--- config.mk ---
export PLATFORM = sky130hd
export DESIGN_NAME = csd_coef_mult
export DESIGN_NICKNAME = d
export VERILOG_FILES = /design/src/rtl/csd_coef_mult.sv
export SDC_FILE = /design/constraint.sdc
export NUM_CORES = 1
export LEC_CHECK = 0
export ABC_AREA = 1
export BUFFER_PORTS_ARGS = -buffer_cell sky130_fd_sc_hd__buf_2
export CORE_UTILIZATION = 60
export DETAILED_ROUTE_END_ITERATION = 8
export PLACE_DENSITY = 0.79
export SLEW_MARGIN = 20
export SYNTH_ARGS = -nofsm -noshare
export SYNTH_HDL_FRONTEND = slang
export SYNTH_SLANG_ARGS = --single-unit
export TNS_END_PERCENT = 10
--- constraint.sdc ---
create_clock -name clk -period 6.5 [get_ports clk]
set_clock_uncertainty 0.2 [all_clocks]
set_input_delay 1.3 -clock clk [delete_from_list [all_inputs] [get_ports clk]]
set_output_delay 1.3 -clock clk [all_outputs]
set_load 0.01 [all_outputs]
--- src/rtl/csd_coef_mult.sv ---
// ============================================================================
// csd_coef_mult
// ----------------------------------------------------------------------------
// Purpose:
//   Multiplies each input sample by a per-channel coefficient. Each
//   coefficient is stored in canonical-signed-digit form as NTERMS terms.
//   A term adds or subtracts an arithmetically right-shifted copy of the
//   sample. The terms are summed in a wide accumulator, one term per cycle.
//   The channel's terms are copied into a snapshot when a sample is accepted.
//   Table writes made while a sample is in flight therefore only affect
//   later samples.
//
// Parameters:
//   W       data width (two's complement)
//   NTERMS  CSD terms per coefficient
//   SHW     shift-field width of a term
//   NCH     number of channels; CHW = max(1, clog2(NCH))
//
// Ports:
//   clk, rst_n          clock (rising edge), asynchronous active-low reset
//   in_valid/in_ready   input handshake; in_ready is high only in IDLE
//   in_data, in_ch      input sample and its channel tag
//   out_valid/out_ready output handshake; the result is held until taken
//   out_data, out_ch    product and channel tag of the result
//   cfg_we, cfg_ch,     coefficient table write port
//   cfg_idx, cfg_term   cfg_term = {en, neg, shift}
//   busy                high whenever the FSM is not in IDLE
//
// Configuration macro:
//   CSD_SAT_EN  when defined, out_data saturates to the signed W-bit range.
//               Otherwise out_data is the low W bits of the accumulator.
// ============================================================================
module csd_coef_mult #(
    parameter int W      = 41,
    parameter int NTERMS = 8,
    parameter int SHW    = 6,
    parameter int NCH    = 4,
    localparam int CHW   = (NCH > 1) ? $clog2(NCH) : 1,
    localparam int IDXW  = (NTERMS > 1) ? $clog2(NTERMS) : 1,
    localparam int TW    = SHW + 2
) (
    input  logic             clk,
    input  logic             rst_n,
    input  logic             in_valid,
    output logic             in_ready,
    input  logic [W-1:0]     in_data,
    input  logic [CHW-1:0]   in_ch,
    output logic             out_valid,
    input  logic             out_ready,
    output logic [W-1:0]     out_data,
    output logic [CHW-1:0]   out_ch,
    input  logic             cfg_we,
    input  logic [CHW-1:0]   cfg_ch,
    input  logic [IDXW-1:0]  cfg_idx,
    input  logic [TW-1:0]    cfg_term,
    output logic             busy
);

    // Accumulator width. The sum of NTERMS terms, each at most |x|, cannot
    // overflow this width.
    localparam int ACCW = W + $clog2(NTERMS) + 1;

    typedef enum logic [1:0] {
        IDLE = 2'd0,
        ACC  = 2'd1,
        DONE = 2'd2
    } state_t;

    state_t state_q, state_d;

    logic [TW-1:0]          coef_tab [NCH][NTERMS];
    logic [TW-1:0]          snap     [NTERMS];
    logic [W-1:0]           data_q;
    logic [CHW-1:0]         ch_q;
    logic [IDXW-1:0]        idx_q;
    logic signed [ACCW-1:0] acc_q;
    logic signed [ACCW-1:0] acc_next;
    logic [W-1:0]           out_data_q;
    logic                   last_term;
    logic                   accept;

    // Power-on coefficient: terms 0..4 add x>>>0, x>>>2, x>>>3, x>>>4 and
    // x>>>6 (93/64). All remaining terms are disabled.
    function automatic logic [TW-1:0] default_term(input int t);
        logic [TW-1:0] term;
        term = '0;
        case (t)
            0: term = {2'b10, SHW'(0)};
            1: term = {2'b10, SHW'(2)};
            2: term = {2'b10, SHW'(3)};
            3: term = {2'b10, SHW'(4)};
            4: term = {2'b10, SHW'(6)};
            default: term = '0;
        endcase
        return term;
    endfunction

    // Reduces the wide accumulator to W bits. With saturation, any value
    // whose upper bits are not a pure sign extension is clamped.
    function automatic logic [W-1:0] reduce_acc(input logic signed [ACCW-1:0] a);
`ifdef CSD_SAT_EN
        logic [ACCW-W:0] top;
        top = a[ACCW-1:W-1];
        if ((&top) || (~|top))
            return a[W-1:0];
        else if (a[ACCW-1])
            return {1'b1, {(W-1){1'b0}}};
        else
            return {1'b0, {(W-1){1'b1}}};
`else
        return a[W-1:0];
`endif
    endfunction

    assign accept    = in_valid && (state_q == IDLE);
    assign last_term = (idx_q == IDXW'(NTERMS - 1));

    // Adds the contribution of the current snapshot term to the accumulator.
    // The sample is sign-extended before the shift. The shift therefore
    // rounds toward minus infinity, even for shifts wider than W.
    always_comb begin
        logic signed [ACCW-1:0] x_ext;
        logic signed [ACCW-1:0] shifted;
        logic [TW-1:0]          term;
        x_ext    = $signed({{(ACCW-W){data_q[W-1]}}, data_q});
        term     = snap[idx_q];
        shifted  = x_ext >>> term[SHW-1:0];
        acc_next = acc_q;
        if (term[SHW+1]) begin
            if (term[SHW])
                acc_next = acc_q - shifted;
            else
                acc_next = acc_q + shifted;
        end
    end

    // State register.
    always_ff @(posedge clk or negedge rst_n) begin
        if (!rst_n)
            state_q <= IDLE;
        else
            state_q <= state_d;
    end

    // Next-state logic and handshake outputs. ACC always runs the full
    // NTERMS cycles. DONE returns to IDLE only on the output handshake, so
    // a new sample can never be taken in the handshake cycle.
    always_comb begin
        state_d   = state_q;
        in_ready  = 1'b0;
        out_valid = 1'b0;
        busy      = 1'b1;
        case (state_q)
            IDLE: begin
                in_ready = 1'b1;
                busy     = 1'b0;
                if (in_valid)
                    state_d = ACC;
            end
            ACC: begin
                if (last_term)
                    state_d = DONE;
            end
            DONE: begin
                out_valid = 1'b1;
                if (out_ready)
                    state_d = IDLE;
            end
            default: begin
                state_d = IDLE;
            end
        endcase
    end

    // Coefficient table. Writes to a channel or index outside the table are
    // dropped. Reset restores the power-on coefficient in every channel.
    always_ff @(posedge clk or negedge rst_n) begin
        if (!rst_n) begin
            for (int c = 0; c < NCH; c++)
                for (int t = 0; t < NTERMS; t++)
                    coef_tab[c][t] <= default_term(t);
        end else if (cfg_we && (32'(cfg_ch) < NCH) && (32'(cfg_idx) < NTERMS)) begin
            coef_tab[cfg_ch][cfg_idx] <= cfg_term;
        end
    end

    // Sample datapath. On accept, the sample, tag and the channel's terms
    // are captured. An unknown channel gets an all-disabled snapshot, so its
    // result is zero. The final sum is registered into out_data on the same
    // edge that enters DONE.
    always_ff @(posedge clk or negedge rst_n) begin
        if (!rst_n) begin
            data_q     <= '0;
            ch_q       <= '0;
            idx_q      <= '0;
            acc_q      <= '0;
            out_data_q <= '0;
            for (int t = 0; t < NTERMS; t++)
                snap[t] <= '0;
        end else begin
            if (accept) begin
                data_q <= in_data;
                ch_q   <= in_ch;
                idx_q  <= '0;
                acc_q  <= '0;
                for (int t = 0; t < NTERMS; t++) begin
                    if (32'(in_ch) < NCH)
                        snap[t] <= coef_tab[in_ch][t];
                    else
                        snap[t] <= '0;
                end
            end else if (state_q == ACC) begin
                acc_q <= acc_next;
                idx_q <= idx_q + IDXW'(1);
                if (last_term)
                    out_data_q <= reduce_acc(acc_next);
            end
        end
    end

    assign out_data = out_data_q;
    assign out_ch   = ch_q;

endmodule
# [Word-level counts from Yosys, hierarchy flattened]
# Cells that the tools add are included.
[word_totals] mem_bits_ro=0 mem_count=0 in_bits=61 elab_cells=101 latchBits=0 ram_bits=0 regBits=454
[classes] multipliers=0 n_bitwise=5 mux=24 n_lt_le_gt_ge=6 shift=1 addsub=3 div_mod_pow=0 eq_ne=6 n_reduce_logical=9
[op_table] op="bitwise mux 256 bit" count=1
[op_table] op="two-way mux 64 bit" count=3
[op_table] op="two-way mux 45 bit" count=4
[op_table] op="binary-select mux 64 bit (select 2 bit)" count=1
[op_table] op="demux 64 bit (select 2 bit)" count=1
[op_table] op="adder 45 bit" count=1
[op_table] op=">>> shifter 41 x 6 -> 45 bit" count=1
[op_table] op="subtractor 45 bit" count=1
[op_table] op="binary-select mux 8 bit (select 3 bit)" count=1
[op_table] op="demux 8 bit (select 3 bit)" count=1
[op_table] op="two-way mux 8 bit" count=3
[op_table] op=">= comparator 4 bit, second input constant" count=2
[op_table] op="inverter 3 -> 4 bit" count=2
[op_table] op=">= comparator 3 bit, second input constant" count=2
[op_table] op="two-way mux 2 bit" count=3
[op_table] op="two-way mux 3 bit" count=2
[op_table] op="!= test 2 bit, second input constant" count=3
[op_table] op="inverter 2 -> 3 bit" count=2
[op_table] op="case mux 2 bit (3 select lines)" count=1
[op_table] op="AND reduction 3 bit" count=2
[op_table] op="less-than comparator 4 x 1 -> 1 bit, second input constant" count=1
[op_table] op="nonzero test 2 bit" count=2
[op_table] op="adder 3 x 1 -> 3 bit, second input constant" count=1
[op_table] op="equality test 3 bit, second input constant" count=1
[op_table] op="8 further kinds" count=12

# [Logic depth before layout (Yosys ltp)]
[logic_depth] depth_word=10 ltp_mapped=44 mapped_depth_nobuf=43

# [Least setup slack after synthesis]
# Ideal clock, no wire load.
[synth_timing] path_type="register -> register" from="reg idx_q[1]" to="reg acc_q[31]" slack_ns=1.353 t_required_ns=6.179 stages_incl_launch_ff=38 path_buffers=5 t_arrival_ns=4.826 cell_sequence="dfrtp_1 buf_4 inv_2 buf_2 o21ai_1 o22ai_1 nand2_1 nand2_4 nor2_2 buf_6 buf_6 buf_6 o211ai_1 nand3_1 inv_1 ha_1 nand3_1 nor2_2 (+2 left out) nand2_1 o21ai_2 xor2_1 ha_1 a21oi_1 inv_1 a31oi_1 o211ai_1 a21oi_1 o21ai_0 nand2_1 nand2_1 a21oi_1 inv_1 or2_2 nand3_1 nand2_1 a22o_1"
[synth_via] elab_chain_len=10 word_cells_on_any_way=11
[synth_rtl] element="start, declared" line="75" source="logic [IDXW-1:0] idx_q;"
[synth_rtl] element="start signal, assigned" line="214" source="idx_q <= idx_q + IDXW'(1);"
[synth_rtl] element="inverter 3 -> 4 bit (not written as such) (*)" line="126" source="term = snap[idx_q];"
[synth_rtl] element="binary-select mux 8 bit (select 3 bit) (*)" line="126"
[synth_rtl] element="two-way mux 8 bit (not written as such) (*) (2 in a row)" line="126"
[synth_rtl] element=">>> shifter 41 x 6 -> 45 bit" line="127" source="shifted = x_ext >>> term[SHW-1:0];"
[synth_rtl] element="adder 45 bit / subtractor 45 bit (equally long branches)" line="133, 131"
[synth_rtl] element="two-way mux 45 bit" line="130" source="if (term[SHW])"
[synth_rtl] element="two-way mux 45 bit (*)" line="129" source="if (term[SHW+1]) begin"
[synth_rtl] element="two-way mux 45 bit (*)" line="212" source="end else if (state_q == ACC) begin"
[synth_rtl] element="two-way mux 45 bit (*)" line="201" source="if (accept) begin"
[synth_rtl] element="end signal, assigned" line="213" source="acc_q <= acc_next;"
[synth_rtl] element="end, declared" line="76" source="logic signed [ACCW-1:0] acc_q;"
# Every way passes the cells marked *; elsewhere a longest branch is shown, timed or not. The select of a mux whose other input is x is not followed.
# A chain may end at the register's enable or synchronous reset.

# [Final worst setup path]
[layout_timing] from="reg idx_q[0]" to="reg acc_q[31]"
# The elaborated chain is that of the path after synthesis.

==> impl_metrics.tcl <==
set metrics [dict create \
    antenna_found_initial 1 \
    crit_path_start_kind "flip-flop" \
    rows 74 \
    clkTransAtPathRegs_ns 0.06 \
    ant_nets 0 \
    hold_path_class "flip-flop to flip-flop" \
    cp.arrival_ns 6.44 \
    num_vias 24300 \
    cts_made_buffers 46 \
    fin_crit_sh_pct 94.6 \
    hold_buffers 0 \
    root_buffer "clkbuf_16" \
    cpPeakStageDelay_ns 0.45 \
    track_usage_pct 35.3 \
    maxCapViolations 0 \
    min_from "out_data[29]" \
    crit_path_end_kind "flip-flop" \
    wl_mm 76.9 \
    instances_no_fill 4042 \
    clock.fmax_mhz 163 \
    routedWlPerCell_um 19.0 \
    drc 0 \
    dp_hpwl_mm 51.3 \
    grt_pass1_vias 23200 \
    synth.distinct_cells 55 \
    critPathMostFrequentCell "nand2_1" \
    syn_area_per_cell_um2 7.36 \
    syn_inst 3439 \
    die_x_um 207 \
    first_pass_iters 8 \
    cts_sinks 450 \
    whs_endpoint "out_data[29]" \
    synth_top_area_cell "dfrtp_1" \
    synth.top_cell.area_share_pct 40.1 \
    insertion_delay_ns 0.61 \
    ys.flop_type "dfrtp_1" \
    fp.dieH_um 207 \
    slowest_stage "dfrtp_2" \
    ys_warn_count 0 \
    hold_depth 2 \
    clockBufferDepth 3 \
    hold_slack_ns 0.272 \
    syn-cell-area_um2 25300 \
    dp_cells 3934 \
    fin_tns_setup_ns 0 \
    path_max_fanout 19 \
    tritoncts "yes" \
    synth-async-reset-ratio_pct 100 \
    io_buffers 106 \
    status "finished, final reports clean" \
    final-setup-viol-count 0 \
    reg2reg_depth 38 \
    nFillCells 3461 \
    start_util_pct 61.4 \
    seq_area_frac_synth_pct 44.7 \
    grt_pass1_wl_mm 122 \
    syn-num-nets 3544 \
    grt_max_degree 169 \
    rr_startpoint "idx_q[0]" \
    path_class "flip-flop to flip-flop" \
    ys_top_cells_by_area "dfrtp_1, nand2_1, o21ai_0" \
    maxSlewViolCount 0 \
    die_area_um2 43000 \
    via_per_inst 6.00 \
    grt-ovfl-total 0 \
    core_um2 41200 \
    ios 107 \
    diodes 0 \
    ctsHtreeMaxLevel 2 \
    drive_gt1_share_pct 11.9 \
    gp_congestion 1.00 \
    fin_crit_ns 6.15 \
    multiInputGateArea_um2 12500 \
    worstPathRequired_ns 6.79 \
    seqCellArea_um2 11300 \
    rrSetupSlack_ns 0.35 \
    worst_slew_pin_slew_ns 1.14 \
    area_growth_pct 11.6 \
    final_nets 3578 \
    ys_ff_latch 450 \
    synth_edf_count 0 \
    r2r-end "acc_q[31]" \
    drt_iter0_drc 2165 \
    hold_viol 0 \
    timing.slew.headroom_pct 23.6 \
]
worst max-delay path, delay by kind of cell (launching register included):
family,cells,cell delay (ns)
compound gates,10,1.69
xor+xnor,1,0.21
fa+ha+maj,2,0.56
buf+inv,6,0.68
flops,1,0.45
simple gates,19,2.24
kinds of logic after synthesis:
| family | after synthesis | synth area share [%] |
|---|---|---|
| xor+xnor | 47 | 1.63 |
| simple gates | 1679 | 27.8 |
| compound gates | 810 | 17.0 |
| buf+inv | 409 | 6.68 |
| flops | 450 | 44.7 |
| fa+ha+maj | 44 | 2.20 |
cell usage after synthesis, types with 2 or more instances:
cell and instances:
nand2_4 2, nor4_1 5, nand2_2 6, o21ai_2 3
dfrtp_1 406, o21ai_1 22, inv_1 189, inv_2 17
dfstp_2 44, o21ai_0 554, clkbuf_1 144, and3_1 3
o211ai_1 15, buf_6 12, buf_2 34, a32o_1 2
nor2_1 283, o21ai_4 3, a22o_1 4, buf_1 4
o21a_1 3, nand4_1 13, or2_1 3, or2_2 24
nand2_1 956, ha_1 43, buf_4 6, clkinv_1 3
nand3_2 9, xor2_1 31, nor3_2 2, a31oi_1 19
nand3_1 343, nor2_2 8, a21oi_1 124, o22ai_1 47
nor3_1 18, xnor2_1 16, o31ai_1 3
through the flow:
stage | utilization, % | area (um^2) | worst slack, ns
5_1_grt | 68.6 | 28200 | -0.0579
4_1_cts | 67.4 | 27800 | 0.0286
2_1_floorplan | - | 25300 | 1.35
6_report | 68.6 | 28200 | 0.350
3_3_place_gp | 63.5 | 26200 | 0.281
3_5_place_dp | 63.5 | 26200 | 0.131
repair_timing:
item / in CTS / in global routing
setup buffers: 0 / 17
endpoints found under the setup margin: 0 / 48
gates resized for setup: 0 / 44
routing by layer:
metal / global-route usage, % / share of wire [%] / wire length, um / vias up
li1: - / - / - / 11500
met1: 45.1 / 41 / 31300 / 11500
met2: 58.6 / 47 / 36300 / 1021
met3: 4.84 / 6.8 / 5190 / 241
met4: 18.4 / 5.2 / 4010 / 0
met5: 0 / 0 / 0 / -
layout make-up:
cell class / instances / share of cell area, %
Timing Repair Buffer: 185 / 4.86
Clock inverter: 16 / 0.749
Clock buffer: 69 / 4.99
Multi-Input combinational cell: 2581 / 44.2
Inverter: 209 / 2.82
Sequential cell: 450 / 40.1
Tap cell: 532 / 2.36
worst max path at each step:
stage                     depth (start not counted)           end     start  slack, ns
after global placement                           36     acc_q[33]  idx_q[0]       0.28
after global routing                             43     acc_q[31]  idx_q[0]      -0.06
after floorplan                                  37     acc_q[31]  idx_q[1]       1.35
after detailed placement                         43  out_data[36]  idx_q[0]       0.13
after CTS                                        39  out_data[36]  idx_q[0]       0.03
final                                            38     acc_q[31]  idx_q[0]       0.35
registers in the layout (all words and copies together) (netlist names):
signal    cells
acc_q        41
snap         64
state_q       2
data_q       41
idx_q         3
out_ch        2
coef_tab    256
out_data     41
placed cells by master (no fill, tap or decap), types with 4 or more instances in the layout:
cell | netlist | final
clkbuf_16 | 0 | 52
xnor2_1 | 16 | 16
buf_4 | 6 | 61
nand2_1 | 956 | 949
or2_2 | 24 | 24
nand4_1 | 13 | 13
buf_2 | 34 | 104
o21ai_1 | 22 | 25
xor2_1 | 31 | 29
a31oi_1 | 19 | 18
inv_1 | 189 | 186
a21oi_1 | 124 | 119
buf_12 | 0 | 11
nor4_1 | 5 | 4
inv_2 | 17 | 16
clkinv_2 | 0 | 10
nor2_2 | 8 | 11
a22o_1 | 4 | 4
dfstp_2 | 44 | 44
o211ai_1 | 15 | 15
ha_1 | 43 | 41
o21ai_4 | 3 | 4
clkbuf_1 | 144 | 7
nand3_2 | 9 | 8
a21oi_2 | 1 | 6
o22ai_1 | 47 | 47
o21ai_0 | 554 | 550
nand3_1 | 343 | 342
nor2_1 | 283 | 280
nor3_1 | 18 | 18
dfrtp_1 | 406 | 403
clkbuf_8 | 0 | 15
nand2_2 | 6 | 11
Power is not shown: default switching activity piles up to over one toggle a cycle in this logic, so the estimate is an artifact.
